--- src/rtl/seq_pkg.sv ---
// Shared types and helpers for the instruction sequencer.
// Holds the FSM state encoding, the instruction class bit index and the
// hold-length selection helper.
package seq_pkg;

    typedef enum logic [2:0] {
        IDLE      = 3'd0,
        ISSUE     = 3'd1,
        HOLD      = 3'd2,
        FINISH    = 3'd3,
        STEP_WAIT = 3'd4
    } seq_state_e;

    // Bit 19 of a simple_cpu word: 0 = ALU, 1 = LOAD_R/STORE_R.
    localparam int unsigned CLASS_BIT = 19;

    // Width of the hold counter; comfortably covers any sane cycle count.
    localparam int unsigned CNT_W = 8;

    // Number of cycles a word must stay on the bus, selected by its class bit.
    function automatic logic [CNT_W-1:0] hold_cycles(
        input logic             class_bit,
        input logic [CNT_W-1:0] alu_n,
        input logic [CNT_W-1:0] mem_n
    );
        logic [CNT_W-1:0] n;
        if (class_bit) begin
            n = mem_n;
        end else begin
            n = alu_n;
        end
        return n;
    endfunction

endpackage

--- src/rtl/seq_prog_mem.sv ---
// Program store for the sequencer: one synchronous write port and an
// asynchronous read port. Contents are deliberately not reset so a loaded
// program survives a reset of the sequencer.
module seq_prog_mem #(
    parameter int unsigned WIDTH     = 20,
    parameter int unsigned ADDR_BITS = 4
) (
    input  logic                 clk_i,
    input  logic                 we_i,
    input  logic [ADDR_BITS-1:0] waddr_i,
    input  logic [WIDTH-1:0]     wdata_i,
    input  logic [ADDR_BITS-1:0] raddr_i,
    output logic [WIDTH-1:0]     rdata_o
);

    logic [WIDTH-1:0] mem_q [2**ADDR_BITS];

    // Write port: store the word on the rising edge when enabled.
    always_ff @(posedge clk_i) begin
        if (we_i) begin
            mem_q[waddr_i] <= wdata_i;
        end
    end

    assign rdata_o = mem_q[raddr_i];

endmodule

--- src/rtl/instr_sequencer.sv ---
// Instruction sequencer: replays a stored program into simple_cpu, holding
// each word for the number of cycles its class needs (ALU vs LOAD_R/STORE_R).
// Optional build macro SEQ_SINGLE_STEP_EN adds a step input and a STEP_WAIT
// state that pauses between words until step is seen.
import seq_pkg::*;

module instr_sequencer #(
    parameter int unsigned INSTR_WIDTH    = 20,
    parameter int unsigned PROG_ADDR_BITS = 4,
    parameter int unsigned ALU_CYCLES     = 4,
    parameter int unsigned MEM_CYCLES     = 3
) (
    input  logic                      clk,
    input  logic                      rst,
    input  logic                      prog_we,
    input  logic [PROG_ADDR_BITS-1:0] prog_addr,
    input  logic [INSTR_WIDTH-1:0]    prog_data,
    input  logic [PROG_ADDR_BITS:0]   prog_len,
    input  logic                      start,
    input  logic                      abort,
`ifdef SEQ_SINGLE_STEP_EN
    input  logic                      step,
`endif
    output logic [INSTR_WIDTH-1:0]    instruction,
    output logic                      issue,
    output logic [PROG_ADDR_BITS-1:0] pc,
    output logic                      busy,
    output logic                      done
);

    localparam logic [CNT_W-1:0]        ALU_N   = CNT_W'(ALU_CYCLES);
    localparam logic [CNT_W-1:0]        MEM_N   = CNT_W'(MEM_CYCLES);
    localparam logic [PROG_ADDR_BITS:0] DEPTH_L = {1'b1, {PROG_ADDR_BITS{1'b0}}};

    seq_state_e                  state_q, state_d;
    logic [PROG_ADDR_BITS-1:0]   pc_q, pc_d;
    logic [PROG_ADDR_BITS:0]     len_q, len_d;
    logic [CNT_W-1:0]            cnt_q, cnt_d;
    logic [INSTR_WIDTH-1:0]      instr_q, instr_d;
    logic                        issue_q, issue_d;
    logic                        busy_q, busy_d;
    logic                        done_q, done_d;

    logic                        mem_we_s;
    logic [PROG_ADDR_BITS-1:0]   rd_addr_s;
    logic [INSTR_WIDTH-1:0]      rd_data_s;
    logic [INSTR_WIDTH-1:0]      word_s;
    logic [PROG_ADDR_BITS-1:0]   next_pc_s;
    logic [PROG_ADDR_BITS:0]     clamp_len_s;
    logic [CNT_W-1:0]            word_cnt_s;
    logic                        last_s;

    // Writes are only accepted while idle so a running program is never disturbed.
    assign mem_we_s  = prog_we && (state_q == IDLE);
    assign next_pc_s = pc_q + PROG_ADDR_BITS'(1);
    // Idle reads word 0 for an upcoming start; otherwise the word after pc.
    assign rd_addr_s = (state_q == IDLE) ? {PROG_ADDR_BITS{1'b0}} : next_pc_s;
    assign clamp_len_s = (prog_len > DEPTH_L) ? DEPTH_L : prog_len;
    assign last_s    = ({1'b0, pc_q} == (len_q - (PROG_ADDR_BITS+1)'(1)));

    seq_prog_mem #(
        .WIDTH     (INSTR_WIDTH),
        .ADDR_BITS (PROG_ADDR_BITS)
    ) u_mem (
        .clk_i   (clk),
        .we_i    (mem_we_s),
        .waddr_i (prog_addr),
        .wdata_i (prog_data),
        .raddr_i (rd_addr_s),
        .rdata_o (rd_data_s)
    );

    // Forward a same-cycle write to word 0 so a simultaneous start sees the new word.
    always_comb begin
        if (mem_we_s && (prog_addr == {PROG_ADDR_BITS{1'b0}})) begin
            word_s = prog_data;
        end else begin
            word_s = rd_data_s;
        end
        // The ISSUE cycle is the first hold cycle, so HOLD runs for N-1 more.
        word_cnt_s = hold_cycles(word_s[CLASS_BIT], ALU_N, MEM_N) - CNT_W'(1);
    end

    // Next-state and next-output logic for the sequencing FSM.
    always_comb begin
        state_d = state_q;
        pc_d    = pc_q;
        len_d   = len_q;
        cnt_d   = cnt_q;
        instr_d = instr_q;
        issue_d = 1'b0;
        busy_d  = busy_q;
        done_d  = 1'b0;
        case (state_q)
            IDLE: begin
                if (start) begin
                    pc_d  = {PROG_ADDR_BITS{1'b0}};
                    len_d = clamp_len_s;
                    if (clamp_len_s == {(PROG_ADDR_BITS+1){1'b0}}) begin
                        state_d = FINISH;
                        done_d  = 1'b1;
                        busy_d  = 1'b0;
                    end else begin
                        state_d = ISSUE;
                        instr_d = word_s;
                        cnt_d   = word_cnt_s;
                        issue_d = 1'b1;
                        busy_d  = 1'b1;
                    end
                end else begin
                    state_d = IDLE;
                end
            end
            ISSUE: begin
                if (abort) begin
                    state_d = IDLE;
                    busy_d  = 1'b0;
                end else begin
                    state_d = HOLD;
                end
            end
            HOLD: begin
                if (abort) begin
                    state_d = IDLE;
                    busy_d  = 1'b0;
                end else if (cnt_q <= CNT_W'(1)) begin
                    if (last_s) begin
                        state_d = FINISH;
                        done_d  = 1'b1;
                        busy_d  = 1'b0;
                    end else begin
`ifdef SEQ_SINGLE_STEP_EN
                        state_d = STEP_WAIT;
`else
                        state_d = ISSUE;
                        pc_d    = next_pc_s;
                        instr_d = word_s;
                        cnt_d   = word_cnt_s;
                        issue_d = 1'b1;
`endif
                    end
                end else begin
                    cnt_d = cnt_q - CNT_W'(1);
                end
            end
`ifdef SEQ_SINGLE_STEP_EN
            STEP_WAIT: begin
                if (abort) begin
                    state_d = IDLE;
                    busy_d  = 1'b0;
                end else if (step) begin
                    state_d = ISSUE;
                    pc_d    = next_pc_s;
                    instr_d = word_s;
                    cnt_d   = word_cnt_s;
                    issue_d = 1'b1;
                end else begin
                    state_d = STEP_WAIT;
                end
            end
`endif
            FINISH: begin
                state_d = IDLE;
                busy_d  = 1'b0;
            end
            default: begin
                state_d = IDLE;
                busy_d  = 1'b0;
            end
        endcase
    end

    // State and registered outputs; memory contents are not touched by reset.
    always_ff @(posedge clk or negedge rst) begin
        if (!rst) begin
            state_q <= IDLE;
            pc_q    <= {PROG_ADDR_BITS{1'b0}};
            len_q   <= {(PROG_ADDR_BITS+1){1'b0}};
            cnt_q   <= {CNT_W{1'b0}};
            instr_q <= {INSTR_WIDTH{1'b0}};
            issue_q <= 1'b0;
            busy_q  <= 1'b0;
            done_q  <= 1'b0;
        end else begin
            state_q <= state_d;
            pc_q    <= pc_d;
            len_q   <= len_d;
            cnt_q   <= cnt_d;
            instr_q <= instr_d;
            issue_q <= issue_d;
            busy_q  <= busy_d;
            done_q  <= done_d;
        end
    end

    assign instruction = instr_q;
    assign issue       = issue_q;
    assign pc          = pc_q;
    assign busy        = busy_q;
    assign done        = done_q;

endmodule

--- config.mk ---
export PLATFORM = sky130hd
export DESIGN_NAME = instr_sequencer
export DESIGN_NICKNAME = d
export VERILOG_FILES = /design/src/rtl/seq_pkg.sv /design/src/rtl/seq_prog_mem.sv /design/src/rtl/instr_sequencer.sv
export SDC_FILE = /design/constraint.sdc
export NUM_CORES = 1
export LEC_CHECK = 0
export CORE_ASPECT_RATIO = 0.75
export CORE_MARGIN = 2
export CORE_UTILIZATION = 60
export CTS_CLUSTER_DIAMETER = 80
export CTS_CLUSTER_SIZE = 40
export DETAILED_ROUTE_END_ITERATION = 16
export GPL_ROUTABILITY_DRIVEN = 0
export GPL_TIMING_DRIVEN = 1
export PLACE_DENSITY = 0.88
export REMOVE_ABC_BUFFERS = 1
export SYNTH_ARGS = -nofsm -noshare
export SYNTH_HDL_FRONTEND = slang
export SYNTH_HIERARCHICAL = 1
export SYNTH_SLANG_ARGS = --single-unit
export TNS_END_PERCENT = 50
--- constraint.sdc ---
create_clock -name clk -period 3.5 [get_ports clk]
set_input_delay 0.7 -clock clk [delete_from_list [all_inputs] [get_ports clk]]
set_output_delay 0.7 -clock clk [all_outputs]
set_load 0.02 [all_outputs]
==> results_dict.tcl <==
set metrics [dict create \
    clkTransAtPathRegs_ns 0.12 \
    synth_compound_area_frac 0.0428 \
    layout_commonest_cell "edfxtp_1" \
    min_path_type "input port to async pin" \
    cts_setup_buffers 0 \
    max_freq_mhz 322 \
    critical_path.max_stage_delay_ns 1.06 \
    finalMaxSlewViolations 0 \
    peakVddDrop_uv 351 \
    ys_warn_count 6 \
    grt_max_degree 42 \
    drt-initial-drc-count 811 \
    vias 7523 \
    ys_dominant_reg_cell "edfxtp_1" \
    synth_top_cell_by_area "edfxtp_1" \
    grtUsageTotal 0.248 \
    ys_seq_area_frac 0.731 \
    clock-root-buffer "clkbuf_16" \
    synth_top_family_by_area "multiplexers" \
    cts_resized 0 \
    muxShareOfSynthArea 0.163 \
    core_area_um2 23900 \
    p_per_area_nw_per_um2 579 \
    start_kind "register" \
    slowest_stage "nor2b_2" \
    synth_edf_count 320 \
    hold_viol_final 0 \
    ios 61 \
    antenna_found_initial 1 \
    mostFrequentLayoutCells "edfxtp_1 (320), mux4_2 (64), clkdlybuf4s50_1 (59), dfrtp_1 (42), a22oi_1 (41)" \
    area_delta_synth_final_pct 12.0 \
    die_area_um2 25600 \
    maxSlewHeadroom 0.148 \
    start_util 0.610 \
    pre_cts_ws_ns 0.376 \
    clk_latency_ns 0.52 \
    r2r_start "pc[2]$_DFFE_PN0P_" \
    fp.dieW_um 184 \
    outcome "finished, final reports clean" \
    ant_nets 0 \
    yosys-top-cells-area "edfxtp_1 (66%), mux4_2 (9.9%), dfrtp_1 (7.2%)" \
    r2r_slack_ns 0.39 \
    setup_ws_ns 0.390 \
    hpwl_mm 19.2 \
    synthDistinctLibCells 55 \
    tightest_slew_ns 1.27 \
    grt_overflow 0 \
    grt_pass1_wl_mm 46.7 \
    postSynthAreaPerCell_um2 19.8 \
    worstPathMaxFanout 20 \
    async_reset_ff_frac 0.116 \
    placed_cell_area_um2 15900 \
    grt_pass1_vias 7682 \
    fillers 1472 \
    worstPathArrival_ns 3.52 \
    die_h_um 139 \
    reg2reg_to "cnt_q[0]$_DFFE_PN0P_" \
    cts-buffers-inserted 14 \
    postSynthCellCount 738 \
    yosysTopAreaCellShare 0.659 \
    synth_adder_area_share 0.00343 \
    r2r_cells 8 \
    wl_mm 30.9 \
    vias_per_cell 6.64 \
    htreeDepth 1 \
    yosys.area_share.simple 0.0406 \
    core.rowCount 49 \
    drc 0 \
    cp.required_ns 3.91 \
    wire_per_inst_um 27.2 \
    io_buffers 60 \
    endpoint_kind "register" \
    skew_ns 0.0211 \
    clockBufferDepth 3 \
    fin_crit_ns 3.11 \
    p_leak_nw 5.28 \
    worstPathCellList "nand3_1 -> xor2_1 -> nor2_1 -> nor2b_2 -> a22oi_1 -> nand2_1 -> mux2i_1 -> a21o_1" \
    final_area_um2 16300 \
    finalNetCount 857 \
    timing.max_cap.violations 0 \
    ys_seq_elements 362 \
    finalCritPeriodShare 0.889 \
    cts.sinks 362 \
    cts_tree "done" \
    setup_viol 0 \
    syn_area_um2 14600 \
    diodes 0 \
    grt_setup_unrepaired "no" \
    crit_type "register to register" \
    dr.pass1.iters 5 \
    drive_gt1_frac 0.215 \
    postCtsHoldBufs 0 \
    synth_xor_area_frac 0.00420 \
]
## through the flow
stage,std cells,util,total power [mW],setup TNS (ns),hold WS (ns)
2_1_floorplan,705,-,6.61,-88.40,0.404
3_3_place_gp,1109,0.663,7.28,0,0.488
3_5_place_dp,1109,0.663,7.36,0,0.495
4_1_cts,1133,0.683,9.50,0,0.212
5_1_grt,1133,0.683,9.77,0,0.219
6_report,1133,0.683,9.45,0,0.203
## cells in the mapped netlist, types with 2 or more instances
cell,instances
and2_1,3
inv_1,8
mux4_1,16
buf_2,4
nand2b_1,5
o211ai_1,2
mux2_2,22
nand3_1,7
buf_4,4
nand4b_1,2
nor2b_1,4
or3_1,2
o21ai_0,15
nand2_1,37
o31a_1,2
buf_6,7
xor2_1,3
a21oi_1,3
xnor2_1,4
dfrtp_1,42
nor2_1,30
mux2i_1,7
clkbuf_1,18
mux4_2,64
a21o_1,3
mux2_1,17
edfxtp_1,320
ha_1,4
nand3b_1,5
nor3_1,7
a22oi_1,41
a22o_1,2
a211oi_1,4
or4_1,3
## sequential cells by signal, summed over array words and instances, names as in the netlist
register	count
busy	1
pc	4
issue	1
instruction	20
len_q	5
done	1
state_q	2
u_mem/mem_q	320
cnt_q	8
## power by group
part,switching (mW),internal [mW],total [mW]
logic,1.08,1.08,2.17
registers,0.178,4.93,5.10
clock network,1.27,0.913,2.18
total,2.53,6.92,9.45
## routing by layer
layer	vias up	GRT usage	routed length (µm)
met5	-	0	13
met4	2	0.0594	645
met3	54	0.0483	2800
met2	386	0.405	15100
met1	3895	0.354	12300
li1	3186	-	-
## critical path, delay by kind of cell (launching register included)
kind	cells	cell delay [ns]
AND/OR/NAND/NOR	4	1.63
multiplexers	1	0.12
AO/OA/AOI/OAI	2	0.50
XOR/XNOR	1	0.18
flip-flops	1	0.58
## kinds of logic (layout without fill, tap and decap cells)
family / count (synthesis) / count (layout)
fa+ha+maj: 4 / 4
simple gates: 115 / 115
flops: 362 / 362
mux: 126 / 126
buf+inv: 41 / 130
xor+xnor: 7 / 7
compound gates: 83 / 83
## final cells by class
cell class / count / area, µm² / share of cell area
flip-flops and latches: 362 / 10700 / 0.652
multi-input cells: 335 / 3770 / 0.231
repair buffers: 98 / 1020 / 0.0623
clock buffers: 18 / 387 / 0.0237
well taps: 306 / 383 / 0.0234
clock inverters: 6 / 88.8 / 0.00544
inverters: 8 / 30.0 / 0.00184
## worst max-delay path by stage
stage,slack (ns),startpoint,endpoint,cells past startpoint
floorplan,-4.24,state_q[0]$_DFFE_PN0N_,instruction[0]$_DFFE_PN0P_,7
global placement,0.47,abort,instruction[15]$_DFFE_PN0P_,5
detailed placement,0.38,abort,instruction[16]$_DFFE_PN0P_,5
CTS,0.42,pc[2]$_DFFE_PN0P_,cnt_q[0]$_DFFE_PN0P_,8
global route,0.24,pc[2]$_DFFE_PN0P_,cnt_q[0]$_DFFE_PN0P_,8
finish,0.39,pc[2]$_DFFE_PN0P_,cnt_q[0]$_DFFE_PN0P_,8
Power figures use the tool's default switching activity.
